[src/rtl/serial_adder.sv]
// -----------------------------------------------------------------------------
// half_adder
//   One-bit half adder; two of these plus an OR form the full-add cell used
//   by the serial adder.
//   a, b   : input bits
//   sum    : a XOR b
//   c_out  : a AND b
// -----------------------------------------------------------------------------
module half_adder (
    input  logic a,
    input  logic b,
    output logic sum,
    output logic c_out
);
    assign sum   = a ^ b;
    assign c_out = a & b;
endmodule

// -----------------------------------------------------------------------------
// serial_adder
//   Bit-serial WIDTH-bit adder: computes A + B + C_IN one bit per clock, LSB
//   first, with a START/BUSY/DONE handshake for the terminal controller.
//
//   CLK       : system clock, rising edge
//   RESET_N   : asynchronous active-low reset
//   START     : launch request, accepted in IDLE or DONE
//   A, B      : operands, captured on an accepted START
//   C_IN      : carry-in, captured on an accepted START
//   BUSY      : high while the addition runs
//   DONE      : one-cycle pulse, result valid and new
//   SUM       : registered sum, held until the next completion
//   C_OUT     : registered carry out of the MSB
//   OVERFLOW  : registered signed overflow (carry into MSB ^ carry out)
//
//   state  | meaning
//   -------+-----------------------------------------------------------
//   IDLE   | waiting for START
//   RUN    | one operand bit added per edge, LSB first
//   DONE   | result published this cycle; START here chains a new op
// -----------------------------------------------------------------------------
module serial_adder #(
    parameter int WIDTH = 3
) (
    input  logic             CLK,
    input  logic             RESET_N,
    input  logic             START,
    input  logic [WIDTH-1:0] A,
    input  logic [WIDTH-1:0] B,
    input  logic             C_IN,
    output logic             BUSY,
    output logic             DONE,
    output logic [WIDTH-1:0] SUM,
    output logic             C_OUT,
    output logic             OVERFLOW
);
    localparam int CNT_W = $clog2(WIDTH);
    localparam logic [CNT_W-1:0] LAST_BIT = CNT_W'(WIDTH - 1);

    typedef enum logic [1:0] {
        S_IDLE = 2'd0,
        S_RUN  = 2'd1,
        S_DONE = 2'd2
    } state_t;

    state_t state, state_nxt;

    logic [WIDTH-1:0] a_sr, b_sr, r_sr;
    logic             carry;
    logic [CNT_W-1:0] bit_cnt;

    logic ha0_sum, ha0_c, ha1_sum, ha1_c;
    logic fa_sum, fa_c_out;
    logic accept, last_bit;

    half_adder u_ha0 (.a(a_sr[0]), .b(b_sr[0]), .sum(ha0_sum), .c_out(ha0_c));
    half_adder u_ha1 (.a(ha0_sum), .b(carry),   .sum(ha1_sum), .c_out(ha1_c));

    assign fa_sum   = ha1_sum;
    assign fa_c_out = ha0_c | ha1_c;

    // DONE accepts START like IDLE so operations can run back-to-back.
    assign accept   = START && ((state == S_IDLE) || (state == S_DONE));
    assign last_bit = (state == S_RUN) && (bit_cnt == LAST_BIT);

    always_ff @(posedge CLK or negedge RESET_N) begin
        if (!RESET_N) begin
            state <= S_IDLE;
        end else begin
            state <= state_nxt;
        end
    end

    always_comb begin
        state_nxt = state;
        case (state)
            S_IDLE:  if (START) state_nxt = S_RUN;
            S_RUN:   if (last_bit) state_nxt = S_DONE;
            S_DONE:  state_nxt = START ? S_RUN : S_IDLE;
            default: state_nxt = S_IDLE;
        endcase
    end

    always_comb begin
        BUSY = (state == S_RUN);
        DONE = (state == S_DONE);
    end

    always_ff @(posedge CLK or negedge RESET_N) begin
        if (!RESET_N) begin
            a_sr     <= '0;
            b_sr     <= '0;
            r_sr     <= '0;
            carry    <= 1'b0;
            bit_cnt  <= '0;
            SUM      <= '0;
            C_OUT    <= 1'b0;
            OVERFLOW <= 1'b0;
        end else if (accept) begin
            a_sr    <= A;
            b_sr    <= B;
            carry   <= C_IN;
            bit_cnt <= '0;
        end else if (state == S_RUN) begin
            // Sum bits enter at the MSB so after WIDTH shifts bit 0 sits at the LSB.
            r_sr    <= {fa_sum, r_sr[WIDTH-1:1]};
            a_sr    <= a_sr >> 1;
            b_sr    <= b_sr >> 1;
            carry   <= fa_c_out;
            bit_cnt <= bit_cnt + CNT_W'(1);
            if (last_bit) begin
                SUM      <= {fa_sum, r_sr[WIDTH-1:1]};
                C_OUT    <= fa_c_out;
                // carry still holds the carry into the MSB on this edge.
                OVERFLOW <= carry ^ fa_c_out;
            end
        end
    end
endmodule

[config.mk]
export PLATFORM = sky130hd
export DESIGN_NAME = serial_adder
export DESIGN_NICKNAME = d
export VERILOG_FILES = /design/src/rtl/serial_adder.sv
export SDC_FILE = /design/constraint.sdc
export NUM_CORES = 1
export LEC_CHECK = 0
export ABC_AREA = 1
export BUFFER_PORTS_ARGS = -buffer_cell sky130_fd_sc_hd__buf_2
export CORE_UTILIZATION = 48
export DETAILED_ROUTE_END_ITERATION = 10
export PLACE_DENSITY = 0.84
export SLEW_MARGIN = 20
export SYNTH_ARGS = -nofsm -noshare
export SYNTH_HDL_FRONTEND = slang
export SYNTH_SLANG_ARGS = --single-unit
[constraint.sdc]
create_clock -name CLK -period 1.3 [get_ports CLK]
set_input_delay 0.26 -clock CLK [delete_from_list [all_inputs] [get_ports CLK]]
set_output_delay 0.26 -clock CLK [all_outputs]
set_load 0.02 [all_outputs]
==> results.md, run 1 <==
- Dpl ws: 0.06750 ns
- Die width: 46.48 um
- Final-stage net count: 141
- H-tree depth: 1
- WL/cell: 11.51 um
- Routed WL: 1.761 mm
- Pin count of the biggest net entering global routing: 19
- Hold Fails Final Rpt: 0
- DRT iter0 DRCs: 7
- Slew Limit Fails: 0
- R2r setup slk: 0.09 ns
- Switching power: 1.258 mW
- DRC: 0
- Adder-cell share of the synthesized area: 0.03426
- Tot GR Track Use: 0.1896
- Crit-path max cell delay: 0.48 ns
- Synth cell types: 16
- Internal power of the cells: 1.606 mW
- Yosys warns: 0
- Lkg Pwr: 0.6233 nW
- Via density: 4.699
- Share of layout cells above drive strength 1: 0.3594
- CTS root buffer: clkbuf_4
- TritonCTS Buffers: 3
- M1 WL: 819 um
- Peak Freq: 773.5 MHz
- Commonest cells in the netlist: nand2_1 (41), dfrtp_1 (18), inv_1 (10), nand3_1 (10), nand3_2 (9)
- Critical path class: flip-flop to output pin
- Total gr overflow: 0
- Post-synth top area share: 0.4743
- Dominant synthesized flop cell: dfrtp_1
- Compound-Gate Fraction of Synth Area: 0.005270
- Combinational Power Share: 0.517
- Worst relative slew slack: 0.7277
- Cell taking the most area after synthesis: dfrtp_1
- Seq pwr share: 0.359
- Post-synthesis mux area share: 0
- Final Power: 2.864 mW
- Startpoint types: flip-flop
- RePlAce Congestion: 0.7637
- Mapped Area: 949.7 um^2
- Routed length on met3: 51 um
- Clock latency on the worst-skew pair: 0.30 ns
- Crit-path max FO: 4
- Final min period: 1.293 ns
- Reg area: 451.7 um^2
- FP Rows: 15
- Starting density of the core: 0.5326
- First-pass GRT wire length: 2.835 mm
- Delay-heaviest family, CP: flip-flops
- Status: finished, final reports clean
- RSZ-0062 raised after global routing: true
- Via count: 719
- I/O pins: 17
- Slew @ Worst Pin: 0.4085 ns
- Period utilization: 0.9945
- Cell count after synthesis: 103
- Top-count cell post-synth: nand2_1
- HP Class: input pin to flip-flop
- FFs w/ async S/R, synth: 1.000
- Clk sink count: 18
- Largest family of logic cells by synthesized area: simple AND/OR/NAND/NOR gates
- Core area: 1783 um^2
- Final Worst Setup Slack: 0.007106 ns
- Post-Synth Simple-Gate Area: 0.3794
- Power Density: 2549 nW/um^2
- Cell Chain, Critical Path: nor2_2 -> buf_4
- Bufs on Longest Clock Path: 2
- Hold path endpoint: a_sr[2]
- CTS tree: done
- R2R cell count: 6
- Initial antenna violation count: 0
- Worst EP required: 1.04 ns
- Max rail drop VDD: 0.001276 V
- Port Buf Inserts: 16
- ANT cells: 0
- Worst setup EP type: output pin
- Worst clock skew: 0.005957 ns
- Critical path's slowest cell: dfrtp_2
- Capturing point of the worst reg2reg path: OVERFLOW
- Yosys reg bits: 18
- Reg2reg start: state[1]
- Synth Area in XOR/XNOR: 0
- Post-synth EDFFs: 0
- 1st-pass router iterations: 6
- Post-route ant nets: 0
- Area taken by multi-input logic gates: 402.9 um^2
- Hold depth: 3
- Syn Nets: 115
- # setup viols final: 0
- DIE HEIGHT: 46.48 um
- Hold wc startpoint: A[2]
- Clk slew on worst S/H paths: 0.11 ns
- Clock Power Share: 0.124
- Max layer used: met4
- Layout area overhead: 18.31%
- Synth Area per Inst: 9.220 um^2
- Arrival @ worst endpoint: 1.03 ns
- Max-cap violations: 0
- Sequential area share after synthesis: 0.4743
- Met2 WL: 852 um
- Vias in the first global route: 691
- Sw frac: 0.4392
- Buf/Inv on CP: 1
- Largest cells by area after synthesis: dfrtp_1 (47%), nand2_1 (16%), nand3_2 (9.5%)
- Number of fill cells: 150
- Post-Route Utilization: 0.6302
- DP Wirelength: 1.166 mm
- Area of the die: 2160 um^2
-- area by class of cell --
cell class / count / area share
Clock buffer: 4 / 0.03229
Inverter: 12 / 0.04454
Multi-Input combinational cell: 70 / 0.3586
Sequential cell: 18 / 0.4020
Tap cell: 25 / 0.02784
Timing Repair Buffer: 24 / 0.1347
-- tightest hold or removal path, delay by kind of cell --
kind                   cells  cell delay (ns)
and+or+nand+nor            2             0.09
buffers and inverters      1             0.07
-- per-layer routing --
metal,track usage,up-vias
li1,-,370
met5,0,-
met3,0.03529,5
met4,0.08824,0
met1,0.2421,329
met2,0.3056,15
-- power by group through the flow --
stage / clock [mW] / combinational, mW / sequential [mW]
3_3_place_gp: 0 / 1.26 / 1.03
3_5_place_dp: 0 / 1.30 / 1.05
4_1_cts: 0.361 / 1.43 / 1.02
6_report: 0.354 / 1.48 / 1.03
2_1_floorplan: 0 / 1.07 / 1.07
5_1_grt: 0.386 / 1.66 / 1.07
-- state kept, by name, indices dropped and copies added (netlist names), 2 cells and up --
register  flops
b_sr          3
r_sr          2
a_sr          3
bit_cnt       2
SUM           3
state         2
-- layout by cell type (no fill, tap or decap), drive strengths merged --
cell type,instances
inv,12
nand3,19
buf,23
o21ai,1
clkbuf,4
dfrtp,18
or2,1
ha,1
dlygate4sd3,1
nor2,3
nand2,44
fa,1
-- per-stage QoR --
step	instances	instance area [um^2]	setup TNS, ns	hold WS (ns)
floorplan	103	949.7	0	-0.03559
global placement	143	1025	0	0.2071
detailed placement	143	1025	0	0.2133
CTS	152	1107	0	0.1587
global route	153	1124	-0.07434	0.1516
finish	153	1124	0	0.1497
-- kinds of logic after synthesis --
kind of cell / after synthesis
buffers and inverters: 15
adder cells (fa/ha/maj): 2
AND/OR/NAND/NOR: 67
AO/OA/AOI/OAI: 1
flip-flops: 18
-- worst max-delay path by stage --
stage / from / endpoint / depth (start not counted)
after floorplan: carry / OVERFLOW / 5
after detailed placement: carry / carry / 5
final: state[0] / DONE / 2
after global routing: state[0] / DONE / 2
after global placement: carry / OVERFLOW / 5
after CTS: state[0] / DONE / 2
-- timing repair --
action,in CTS,in global routing
hold buffers,1,0
setup endpoints to repair,2,4
pin swaps,0,0
gates resized for setup,3,3
setup buffers,4,1
endpoints found under the hold margin,18,0
(Power assumes the default switching activity.)
==> run 2, diff against run 1 <==
CORE_UTILIZATION = 57   (was 48)
PLACE_DENSITY = 0.92   (was 0.84)
clock period = 1.6 ns   (was 1.3 ns; I/O delays follow)
==> run 2 against run 1 <==
Compared with the run above: setup slack better by 0.057 ns; critical path depth is 1 higher; sequential power is 17% lower; register-to-register slack better by 0.22 ns; clock power is 40% lower; worst hold slack better by 0.081 ns; sequential share of layout area is 3.6 points higher; highest routed layer unchanged.
==> results.md, run 2 (synthesis gave the netlist of run 1 again) <==
- RePlAce Congestion: 0.8514
- Core area: 1524 um^2
- WL/cell: 11.44 um
- Max-cap violations: 0
- Via density: 5.037
- Combinational Power Share: 0.483
- ANT cells: 0
- Non-filler cells, final: 136
- DIE HEIGHT: 42.82 um
- Clock Power Share: 0.103
- Most common cell after layout, fill and taps aside: nand2_1
- Starting density of the core: 0.6232
- Initial antenna violation count: 0
- Period utilization: 0.9599
- Post-route ant nets: 0
- Routed WL: 1.556 mm
- Worst EP required: 1.28 ns
- Pin count of the biggest net entering global routing: 19
- Seq pwr share: 0.415
- Layout area overhead: 8.696%
- Hold Fails Final Rpt: 0
- WHS: 0.2302 ns
- Worst relative slew slack: 0.7333
- Post-CTS setup buffer count: 0
- Via count: 685
- H-tree depth: 1
- Final-stage net count: 134
- I/O pins: 17
- Worst clock skew: 0.0008186 ns
- Crit-path max FO: 8
- CTS root buffer: clkbuf_4
- DRT iter0 DRCs: 6
- # setup viols final: 0
- Critical path class: flip-flop to output pin
- CTS tree: done
- Arrival @ worst endpoint: 1.22 ns
- Total gr overflow: 0
- Commonest non-fill, non-tap cells in the layout: nand2_1 (41), dfrtp_1 (17), buf_2 (16)
- Vias in the first global route: 656
- Clk sink count: 18
- Final Worst Setup Slack: 0.06415 ns
- DP Area: 998.5 um^2
- Final min period: 1.536 ns
- Bufs on Longest Clock Path: 2
- DRC: 0
- HP Class: input pin to flip-flop
- Largest regs: SUM (3), a_sr (3), b_sr (3)
- 1st-pass router iterations: 4
- Slew @ Worst Pin: 0.4000 ns
- Tot GR Track Use: 0.2000
- Switching power: 0.9380 mW
- Final Instance Area: 1032 um^2
- TritonCTS Buffers: 3
- Share of layout cells above drive strength 1: 0.3000
- FP Rows: 14
- Peak Freq: 651.1 MHz
- RSZ-0062 raised after global routing: false
- Port Buf Inserts: 16
- Worst setup EP type: output pin
- Clock latency on the worst-skew pair: 0.28 ns
- Startpoint types: flip-flop
- Status: finished, final reports clean
- DP Cell Count: 132
- Dpl ws: 0.2803 ns
- R2r setup slk: 0.31 ns
- First-pass GRT wire length: 2.656 mm
- Max rail drop VDD: 0.0009760 V
- Slew Limit Fails: 0
- Setup_tns: 0 ns
- Area of the die: 1833 um^2
- Clk slew on worst S/H paths: 0.09 ns
- Final Power: 2.056 mW
- Die width: 42.82 um
- Lkg Pwr: 0.5823 nW
- Power Density: 1992 nW/um^2
- Internal power of the cells: 1.118 mW
- DP Wirelength: 1.161 mm
- Post-Route Utilization: 0.6773
- Sw frac: 0.4562
-- run 2: cell count changes in the layout (fill, tap and decap cells not counted), sizes merged --
| cell | delta |
|---|---|
| buf | -7 |
| clkbuf | -1 |
-- run 2: area by class of cell --
| cell class | instances | area [um^2] |
|---|---|---|
| well taps | 16 | 20.02 |
| inverters | 12 | 50.05 |
| repair buffers | 17 | 90.09 |
| clock buffers | 3 | 22.52 |
| multi-input cells | 70 | 397.9 |
| flip-flops and latches | 18 | 451.7 |
| fillers | 133 | 491.7 |
-- run 2: layer usage --
| metal | vias to the layer above | part of all wire | wire length [um] | GRT usage |
|---|---|---|---|---|
| met4 | 0 | 0.030 | 47 | 0.1125 |
| li1 | 353 | - | - | - |
| met5 | - | 0 | 0 | 0 |
| met2 | 17 | 0.51 | 792 | 0.3455 |
| met1 | 311 | 0.42 | 660 | 0.2250 |
| met3 | 4 | 0.036 | 56 | 0.04255 |
-- run 2: timing repair --
action | CTS | global route
hold buffers | 1 | 0
gates resized for setup | 1 | 0
setup endpoints to repair | 1 | 0
endpoints found under the hold margin | 18 | 0
-- run 2: power by group through the flow --
stage	Clock [mW]	Combinational [mW]	Sequential, mW
floorplan	0	0.873	0.867
global placement	0	0.972	0.844
detailed placement	0	1.00	0.859
CTS	0.222	1.01	0.854
global route	0.245	1.13	0.879
finish	0.211	0.992	0.852
-- run 2: path summary, 6_finish.rpt --
| check | start | end | cells past startpoint |
|---|---|---|---|
| hold reg to reg | SUM[2] | SUM[2] | 2 |
| max in group asynchronous | RESET_N | state[0] | 2 |
| hold / removal | B[2] | b_sr[2] | 3 |
| min in group asynchronous | RESET_N | SUM[1] | 2 |
| setup reg to reg | carry | OVERFLOW | 6 |
| setup / recovery | state[0] | BUSY | 3 |
-- run 2: worst max-delay path, cell delays in order, from the launching register on --
cell and delay [ns]:
dfrtp_2 0.51, inv_6 0.08, nor2_4 0.15, buf_2 0.19
==> run 3, diff against run 2 <==
ABC_AREA = unset   (was 1)
CORE_UTILIZATION = 40   (was 57)
PLACE_DENSITY = 0.72   (was 0.92)
==> run 3 against run 2 <==
Compared with the run above: wire length is 5.7% lower; setup slack gained 0.030 ns; register-to-register slack got worse by 0.20 ns; clock-buffer cell count rose by 1; final area increased by 3.2%; synthesized cell count fell by 36%; synthesized area shrank 3.3%; worst hold slack improved by 0.070 ns.
==> results.md, run 3 <==
- Via count: 545
- Post-synth top area share: 0.4905
- # setup viols final: 0
- Worst setup EP type: output pin
- DRT iter0 DRCs: 4
- Slew @ Worst Pin: 0.4228 ns
- Hold Fails Final Rpt: 0
- Compound-Gate Fraction of Synth Area: 0.03134
- Arrival @ worst endpoint: 1.19 ns
- Syn Nets: 78
- Sequential area share after synthesis: 0.4905
- Max rail drop VDD: 0.001167 V
- Crit-path max FO: 12
- Worst relative slew slack: 0.7181
- Area of the die: 2492 um^2
- Capturing point of the worst reg2reg path: OVERFLOW
- DRC: 0
- Share of layout cells above drive strength 1: 0.3882
- Max-cap violations: 0
- Seq pwr share: 0.376
- Slew Limit Fails: 0
- Final Power: 2.163 mW
- Port Buf Inserts: 16
- Clock Power Share: 0.132
- Most common cell after layout, fill and taps aside: dfrtp_1
- 1st-pass router iterations: 3
- Synth Area in XOR/XNOR: 0.01907
- Worst clock skew: 0.001990 ns
- CTS root buffer: clkbuf_4
- Cell taking the most area after synthesis: dfrtp_1
- First-pass GRT wire length: 2.580 mm
- TritonCTS Buffers: 3
- FFs w/ async S/R, synth: 1.000
- DP Area: 1018 um^2
- Post-Synth Simple-Gate Area: 0.07221
- Commonest non-fill, non-tap cells in the layout: dfrtp_1 (18), mux2i_1 (17), buf_2 (16)
- Power Density: 2031 nW/um^2
- Bufs on Longest Clock Path: 2
- Die width: 49.92 um
- Routed WL: 1.467 mm
- WL/cell: 13.10 um
- ANT cells: 0
- DP Wirelength: 1.074 mm
- Via density: 4.866
- Total gr overflow: 0
- Combinational Power Share: 0.492
- Core area: 2062 um^2
- Starting density of the core: 0.4454
- Clk slew on worst S/H paths: 0.11 ns
- Period utilization: 0.9411
- Tot GR Track Use: 0.1373
- Internal power of the cells: 1.388 mW
- R2R cell count: 3
- Mapped Area: 918.4 um^2
- Yosys warns: 0
- Synth cell types: 22
- CTS resizes: 0
- RSZ-0062 raised after global routing: false
- Vias in the first global route: 593
- CTS tree: done
- Dominant synthesized flop cell: dfrtp_1
- Crit path to: DONE
- Post-CTS setup buffer count: 0
- WHS: 0.3002 ns
- Final min period: 1.506 ns
- Switching power: 0.7747 mW
- Synth Area per Inst: 13.91 um^2
- Post-Route Utilization: 0.5164
- Post-synthesis mux area share: 0.3120
- Post-synth EDFFs: 0
- Cell count after synthesis: 66
- CP Launch Point: state[1]
- Clock latency on the worst-skew pair: 0.29 ns
- Largest regs: SUM (3), a_sr (3), b_sr (3)
- Layout area overhead: 15.94%
- RePlAce Congestion: 0.6412
- R2r setup slk: 0.11 ns
- Largest family of logic cells by synthesized area: multiplexers
- Final Instance Area: 1065 um^2
- Critical path class: flip-flop to output pin
- Startpoint types: flip-flop
- Status: finished, final reports clean
- Sw frac: 0.3582
- Largest cells by area after synthesis: dfrtp_1 (49%), mux2i_1 (19%), mux2_4 (11%)
- DIE HEIGHT: 49.92 um
- H-tree depth: 1
- Reg2reg start: carry
- Clk sink count: 18
- Commonest cells in the netlist: dfrtp_1 (18), mux2i_1 (17), mux2_4 (7)
- Pin count of the biggest net entering global routing: 19
- Setup_tns: 0 ns
- FP Rows: 16
- HP Class: input pin to flip-flop
- Post-route ant nets: 0
- Top-count cell post-synth: dfrtp_1
- Worst EP required: 1.28 ns
- Yosys reg bits: 18
- I/O pins: 17
- Lkg Pwr: 0.5567 nW
- Final-stage net count: 98
- Peak Freq: 664.1 MHz
- Adder-cell share of the synthesized area: 0.03542
- Number of fill cells: 176
- Initial antenna violation count: 0
[run 3: cell count changes after synthesis, sizes merged, moves of 2 or more]
| cell | previous run | this run |
|---|---|---|
| nand2 | 44 | 0 |
| mux2i | 0 | 17 |
| nand3 | 19 | 2 |
| inv | 12 | 2 |
| mux2 | 0 | 8 |
| nand2b | 0 | 2 |
[run 3: through the flow]
stage / cells / setup WS, ns
6_report: 112 / 0.09424
2_1_floorplan: 66 / 0.1772
4_1_cts: 112 / 0.08625
3_3_place_gp: 107 / 0.1542
3_5_place_dp: 107 / 0.1110
5_1_grt: 112 / 0.002844
[run 3: area by class of cell]
| type | count | area (um^2) | area share |
|---|---|---|---|
| clock buffers | 4 | 36.28 | 0.03408 |
| well taps | 27 | 33.78 | 0.03173 |
| flip-flops and latches | 18 | 450.4 | 0.4230 |
| multi-input cells | 42 | 431.7 | 0.4054 |
| inverters | 2 | 7.507 | 0.007051 |
| repair buffers | 19 | 105.1 | 0.09871 |
[run 3: per-layer routing]
metal	track usage	up-vias	wire length, um
li1	-	269	-
met4	0.04286	0	0
met1	0.1804	265	715
met2	0.2320	11	702
met3	0.01852	0	49
met5	0	-	0
[run 3: critical path: stages, from the launching register on]
cell,delay (ns)
dfrtp_1,0.37
buf_4,0.21
nor2b_1,0.14
buf_2,0.16
[run 3: repair_timing]
action / CTS / global route
hold buffers: 1 / 0
hold endpoints to repair: 18 / 0
endpoints found under the setup margin: 0 / 0
[run 3: worst min-delay path by stage]
stage	from	endpoint	slack, ns	depth (start not counted)
after floorplan	RESET_N	C_OUT	0.02	0
after detailed placement	RESET_N	bit_cnt[0]	0.27	1
after CTS	B[2]	b_sr[2]	0.30	3
after global routing	C_IN	carry	0.31	3
after global placement	RESET_N	bit_cnt[0]	0.27	1
final	B[2]	b_sr[2]	0.30	3
[run 3: power groups by stage]
stage / sequential (mW) / combinational [mW] / clock (mW)
2_1_floorplan: 0.859 / 0.822 / 0
3_3_place_gp: 0.816 / 1.04 / 0
3_5_place_dp: 0.828 / 1.08 / 0
4_1_cts: 0.818 / 1.08 / 0.289
5_1_grt: 0.850 / 1.16 / 0.306
6_report: 0.812 / 1.06 / 0.285
[run 3: cell families after synthesis]
family,Yosys count
multiplexers,25
adder cells (fa/ha/maj),2
AND/OR/NAND/NOR,9
XOR/XNOR,2
flip-flops,18
AO/OA/AOI/OAI,4
buffers and inverters,6
